File: config.mk
export PLATFORM = sky130hd
export DESIGN_NAME = sipo_rx_flat
export DESIGN_NICKNAME = d
export VERILOG_FILES = /design/src/rtl/sipo_rx_if.sv /design/src/rtl/sipo_rx.sv /design/src/flat_wrapper.sv
export SDC_FILE = /design/constraint.sdc
export NUM_CORES = 1
export LEC_CHECK = 0
export CAP_MARGIN = 10
export CORE_AREA = 2 2 57 65
export DETAILED_ROUTE_END_ITERATION = 16
export DIE_AREA = 0 0 59 67
export HOLD_SLACK_MARGIN = 0.02
export SLEW_MARGIN = 20
export SYNTH_ARGS = -nofsm -noshare
export SYNTH_HDL_FRONTEND = slang
export SYNTH_SLANG_ARGS = --single-unit
File: constraint.sdc
create_clock -name clk -period 1.95 [get_ports clk]
set_clock_uncertainty 0.1 [all_clocks]
set_input_delay 0.195 -clock clk [delete_from_list [all_inputs] [get_ports clk]]
set_output_delay 0.195 -clock clk [all_outputs]
set_load 0.05 [all_outputs]
File: src/rtl/sipo_rx_if.sv
// Serial-side inputs and parallel-side outputs of the sipo_rx receiver.
// The master drives the serial line; the slave is the receiver itself.
interface sipo_rx_if #(
    parameter int WIDTH = 8
);
    logic             serial_i;
    logic             bit_valid_i;
    logic             sof_i;
    logic [WIDTH-1:0] data_o;
    logic             data_valid_o;
    logic             busy_o;
    logic             frame_err_o;

    modport master (
        output serial_i, bit_valid_i, sof_i,
        input  data_o, data_valid_o, busy_o, frame_err_o
    );

    modport slave (
        input  serial_i, bit_valid_i, sof_i,
        output data_o, data_valid_o, busy_o, frame_err_o
    );
endinterface

File: src/rtl/sipo_rx.sv
// Serial-in/parallel-out receiver: assembles WIDTH qualified bits into a word,
// flags completion with data_valid_o and mid-frame restarts with frame_err_o.
module sipo_rx #(
    parameter int WIDTH     = 8,
    parameter bit LSB_FIRST = 1'b1
) (
    input  logic       clk,
    input  logic       rst,
    sipo_rx_if.slave   bus
);
    localparam int            CW       = $clog2(WIDTH) + 1;
    localparam logic [CW-1:0] LAST_IDX = CW'(WIDTH - 1);

    typedef enum logic {IDLE = 1'b0, SHIFT = 1'b1} state_t;

    state_t           state_q, state_nxt;
    logic [CW-1:0]    cnt_q, cnt_nxt;
    logic [WIDTH-1:0] shift_q, shift_nxt;
    logic [WIDTH-1:0] data_q, data_nxt;
    logic             dv_q, dv_nxt;
    logic             fe_q, fe_nxt;
    logic             busy_q, busy_nxt;

    // Writes bit number idx of the frame into its output position.
    function automatic logic [WIDTH-1:0] place(input logic [WIDTH-1:0] word,
                                               input logic [CW-1:0]    idx,
                                               input logic             b);
        int               pos;
        logic [WIDTH-1:0] mask;
        pos  = LSB_FIRST ? int'(idx) : (WIDTH - 1) - int'(idx);
        mask = {{(WIDTH-1){1'b0}}, 1'b1} << pos;
        return b ? (word | mask) : (word & ~mask);
    endfunction

    always_ff @(posedge clk or posedge rst) begin
        if (rst) begin
            state_q <= IDLE;
            cnt_q   <= '0;
            shift_q <= '0;
            data_q  <= '0;
            dv_q    <= 1'b0;
            fe_q    <= 1'b0;
            busy_q  <= 1'b0;
        end else begin
            state_q <= state_nxt;
            cnt_q   <= cnt_nxt;
            shift_q <= shift_nxt;
            data_q  <= data_nxt;
            dv_q    <= dv_nxt;
            fe_q    <= fe_nxt;
            busy_q  <= busy_nxt;
        end
    end

    always_comb begin
        state_nxt = state_q;
        cnt_nxt   = cnt_q;
        shift_nxt = shift_q;
        data_nxt  = data_q;
        dv_nxt    = 1'b0;
        fe_nxt    = 1'b0;

        case (state_q)
            IDLE: begin
                // Bits without a start marker are stray and dropped silently.
                if (bus.bit_valid_i && bus.sof_i) begin
                    shift_nxt = place('0, '0, bus.serial_i);
                    cnt_nxt   = CW'(1);
                    state_nxt = SHIFT;
                end
            end
            SHIFT: begin
                if (bus.bit_valid_i) begin
                    if (bus.sof_i) begin
                        // Restart wins even over a would-be final bit.
                        fe_nxt    = 1'b1;
                        shift_nxt = place('0, '0, bus.serial_i);
                        cnt_nxt   = CW'(1);
                    end else begin
                        shift_nxt = place(shift_q, cnt_q, bus.serial_i);
                        if (cnt_q == LAST_IDX) begin
                            data_nxt  = shift_nxt;
                            dv_nxt    = 1'b1;
                            cnt_nxt   = '0;
                            state_nxt = IDLE;
                        end else begin
                            cnt_nxt = cnt_q + CW'(1);
                        end
                    end
                end
            end
            default: state_nxt = IDLE;
        endcase

        busy_nxt = (state_nxt == SHIFT);
    end

    assign bus.data_o       = data_q;
    assign bus.data_valid_o = dv_q;
    assign bus.busy_o       = busy_q;
    assign bus.frame_err_o  = fe_q;
endmodule

File: src/flat_wrapper.sv
// flat-port wrapper written by rule: the top's interface ports become plain ports
module sipo_rx_flat 
#(
    parameter int WIDTH     = 8,
    parameter bit LSB_FIRST = 1'b1
)
  (clk, rst, bus_serial_i, bus_bit_valid_i, bus_sof_i, bus_data_o, bus_data_valid_o, bus_busy_o, bus_frame_err_o);
  sipo_rx_if #(.WIDTH(WIDTH)) bus_i ();
  input  logic clk;
  input  logic rst;
  input wire logic [$bits(bus_i.serial_i)-1:0] bus_serial_i;
  input wire logic [$bits(bus_i.bit_valid_i)-1:0] bus_bit_valid_i;
  input wire logic [$bits(bus_i.sof_i)-1:0] bus_sof_i;
  output wire logic [$bits(bus_i.data_o)-1:0] bus_data_o;
  output wire logic [$bits(bus_i.data_valid_o)-1:0] bus_data_valid_o;
  output wire logic [$bits(bus_i.busy_o)-1:0] bus_busy_o;
  output wire logic [$bits(bus_i.frame_err_o)-1:0] bus_frame_err_o;
  assign bus_i.serial_i = bus_serial_i;
  assign bus_i.bit_valid_i = bus_bit_valid_i;
  assign bus_i.sof_i = bus_sof_i;
  assign bus_data_o = bus_i.data_o;
  assign bus_data_valid_o = bus_i.data_valid_o;
  assign bus_busy_o = bus_i.busy_o;
  assign bus_frame_err_o = bus_i.frame_err_o;
  sipo_rx #(.WIDTH(WIDTH), .LSB_FIRST(LSB_FIRST)) u_core (.clk(clk), .rst(rst), .bus(bus_i));
endmodule
==> results.toml <==
[routing]
drc = 0
via_count = 929
wire_per_inst_um = 16.40
firstDrtPassIters = 4
via_per_inst = 5.563
detail-route-antenna-nets = 0
drtIter0Drc = 23
routed_wirelength_mm = 2.738

[floorplanning]
die_height_um = 67
rows = 22
io-pin-count = 16
die-area_um2 = 3953
die_w_um = 59
start_util_pct = 39.29
coreArea_um2 = 3248

[finish]
final_nets = 143
fin_area_um2 = 1520
syn_to_final_growth_pct = 19.12
final_util_pct = 46.80
multi_input_area_um2 = 623.1
drive_gt1_share_pct = 25.19
fillCellCount = 307
register_area_um2 = 575.6
diodes = 0

[clock_tree]
numCtsBuffers = 3
insertion_delay_ns = 0.31
cts.sink_count = 23
hold_buffers = 0
cts_tree = "done"
post-cts-setup-buffers = 0
root_buffer = "clkbuf_4"
path_clk_slew_ns = 0.14
cts_max_path_buffers = 2
cts_resized = 0
htree_levels = 1

[worst_setup_path]
endpoint_kind = "register"
crit_fanout = 6
path_class = "reg2reg"
worst-endpoint-arrival_ns = 1.96
crit_path_start_kind = "register"
required_ns = 2.07

[synth]
ys_seq_area_share_pct = 45.10
synth_area_leaders = "dfrtp_1 (45%), mux2_2 (7.9%), ha_1 (5.9%)"
synth_cells = 109
yosysUniqueCellTypes = 32
synthFlopType = "dfrtp_1"
syn_area_per_cell_um2 = 11.71
syn-num-nets = 120
async_reset_ff_share_pct = 100.0
yosys_warnings = 0
synthesis.area_um2 = 1276
synth-edff-count = 0
synth_top_area_share_pct = 45.10
synthTopCellsByCount = "dfrtp_1 (23), a21oi_1 (11), inv_1 (9), mux2_2 (9), ha_1 (6)"
yosysMostFrequentCell = "dfrtp_1"
yosysTopAreaCell = "dfrtp_1"
ys_ff_latch = 23

[timing]
setup_tns_ns = 0
drv_slew = 0
rsz0062_at_grt = "false"
min_period_ns = 1.846
finalHoldViolCount = 0
worstMarginPinSlew_ns = 0.4994
fin_ws_ns = 0.1038
setup_viol = 0
max_freq_ghz = 0.5416
whs_ns = 0.1265
maxSlewHeadroom_pct = 66.60
fin_crit_sh_pct = 94.68

[pwr]
vdd_drop_max_mv = 0.4028
p_leak_nw = 0.7501
p_per_area_nw_per_um2 = 803.1

[grt]
grt_use_total_pct = 15.58
grt_antenna_before_repair = 0
grt_overflow_total = 0
grt_pass1_wl_mm = 4.540
grt_pass1_vias = 918
grt_max_degree = 24

[hold_path]
hold_class = "in2async"

[placed_design]
postPlaceCellArea_um2 = 1488
gp_congestion = 0.7892
pre_cts_ws_ns = 0.1284
port_buffers = 15
hpwl_mm = 1.875

[run_status]
status = "complete, no violations"

[flow_run]
cap_viol_max_count = 0
## layout by cell type, fill, tap and decap left out
cell type,n
nand2b_1,2
inv_1,9
a31o_2,1
and3b_2,1
a32o_1,2
mux2i_1,3
nand3b_1,3
clkbuf_4,3
o21bai_1,2
nor3b_2,2
o21ai_0,2
a211oi_1,1
nand3b_4,2
ha_1,6
mux2_4,2
nand4_1,1
o21ai_1,2
buf_4,10
and3_1,1
nor2_8,1
a22o_1,3
nor3b_1,1
nand2_1,4
a21oi_1,11
and3b_1,1
and4bb_2,1
o22ai_1,5
o31ai_1,1
clkdlybuf4s50_1,14
clkinv_2,1
dfrtp_1,23
mux2_2,9
a32oi_1,1
## power by group
part,switching [mW],leakage [nW],internal (mW)
sequential,0.0538,0.307,0.528
combinational,0.230,0.425,0.180
clock,0.153,0.0177,0.0766
## layout make-up
class                           instances  area share [%]
Tap cell                               36           2.963
Clock buffer                            3           1.481
Multi-Input combinational cell         71           40.99
Timing Repair Buffer                   24           14.16
Clock inverter                          1          0.3292
Inverter                                9           2.222
Sequential cell                        23           37.86
## layer usage
layer,GRT usage (%),vias up,part of all wire (%),routed length (um)
met3,2.330,2,3.3,89
li1,-,439,-,-
met1,20.29,474,45,1228
met2,25.69,14,51,1387
met4,5.966,0,1.1,31
met5,0,-,0,0
## flip-flops by register name (all words and copies together) (netlist names)
name and flops:
u_core.state_q 1, u_core.cnt_q 4, u_core.bus.data_valid_o 1, u_core.shift_q 8, u_core.bus.data_o 8, u_core.bus.frame_err_o 1
## worst max-delay path: stages, from the launching register on
cell      delay (ns)
dfrtp_1         0.48
ha_1            0.25
ha_1            0.19
nand2b_1        0.13
mux2_2          0.34
mux2_2          0.26
## worst paths after layout
check | start | to | slack (ns) | depth (start not counted)
max | u_core.cnt_q[1]$_DFFE_PP0P_ | u_core.bus.data_o[3]$_DFFE_PP0P_ | 0.10 | 5
min | rst | u_core.shift_q[0]$_DFFE_PP0P_ | 0.13 | 3
max reg2reg | u_core.cnt_q[1]$_DFFE_PP0P_ | u_core.bus.data_o[3]$_DFFE_PP0P_ | 0.10 | 5
min reg2reg | u_core.shift_q[1]$_DFFE_PP0P_ | u_core.shift_q[1]$_DFFE_PP0P_ | 0.41 | 1
max in group asynchronous | rst | u_core.cnt_q[0]$_DFFE_PP0P_ | 1.38 | 3
min in group clk | u_core.shift_q[1]$_DFFE_PP0P_ | u_core.shift_q[1]$_DFFE_PP0P_ | 0.41 | 1
## stage by stage
stage          total power, mW  cells
2_1_floorplan           0.8753    109
3_3_place_gp            0.9905    163
3_5_place_dp            0.9983    163
4_1_cts                  1.231    167
5_1_grt                  1.295    167
6_report                 1.221    167
## logic make-up (layout without fill, tap and decap cells)
kind of cell	count (synthesis)	count (layout)	share of synthesized area, %
buffers and inverters	15	37	6.470
multiplexers	14	14	12.65
AO/OA/AOI/OAI	31	31	15.69
adder cells (fa/ha/maj)	6	6	5.882
AND/OR/NAND/NOR	20	20	14.22
flip-flops	23	23	45.10
Power figures use the tool's default switching activity.
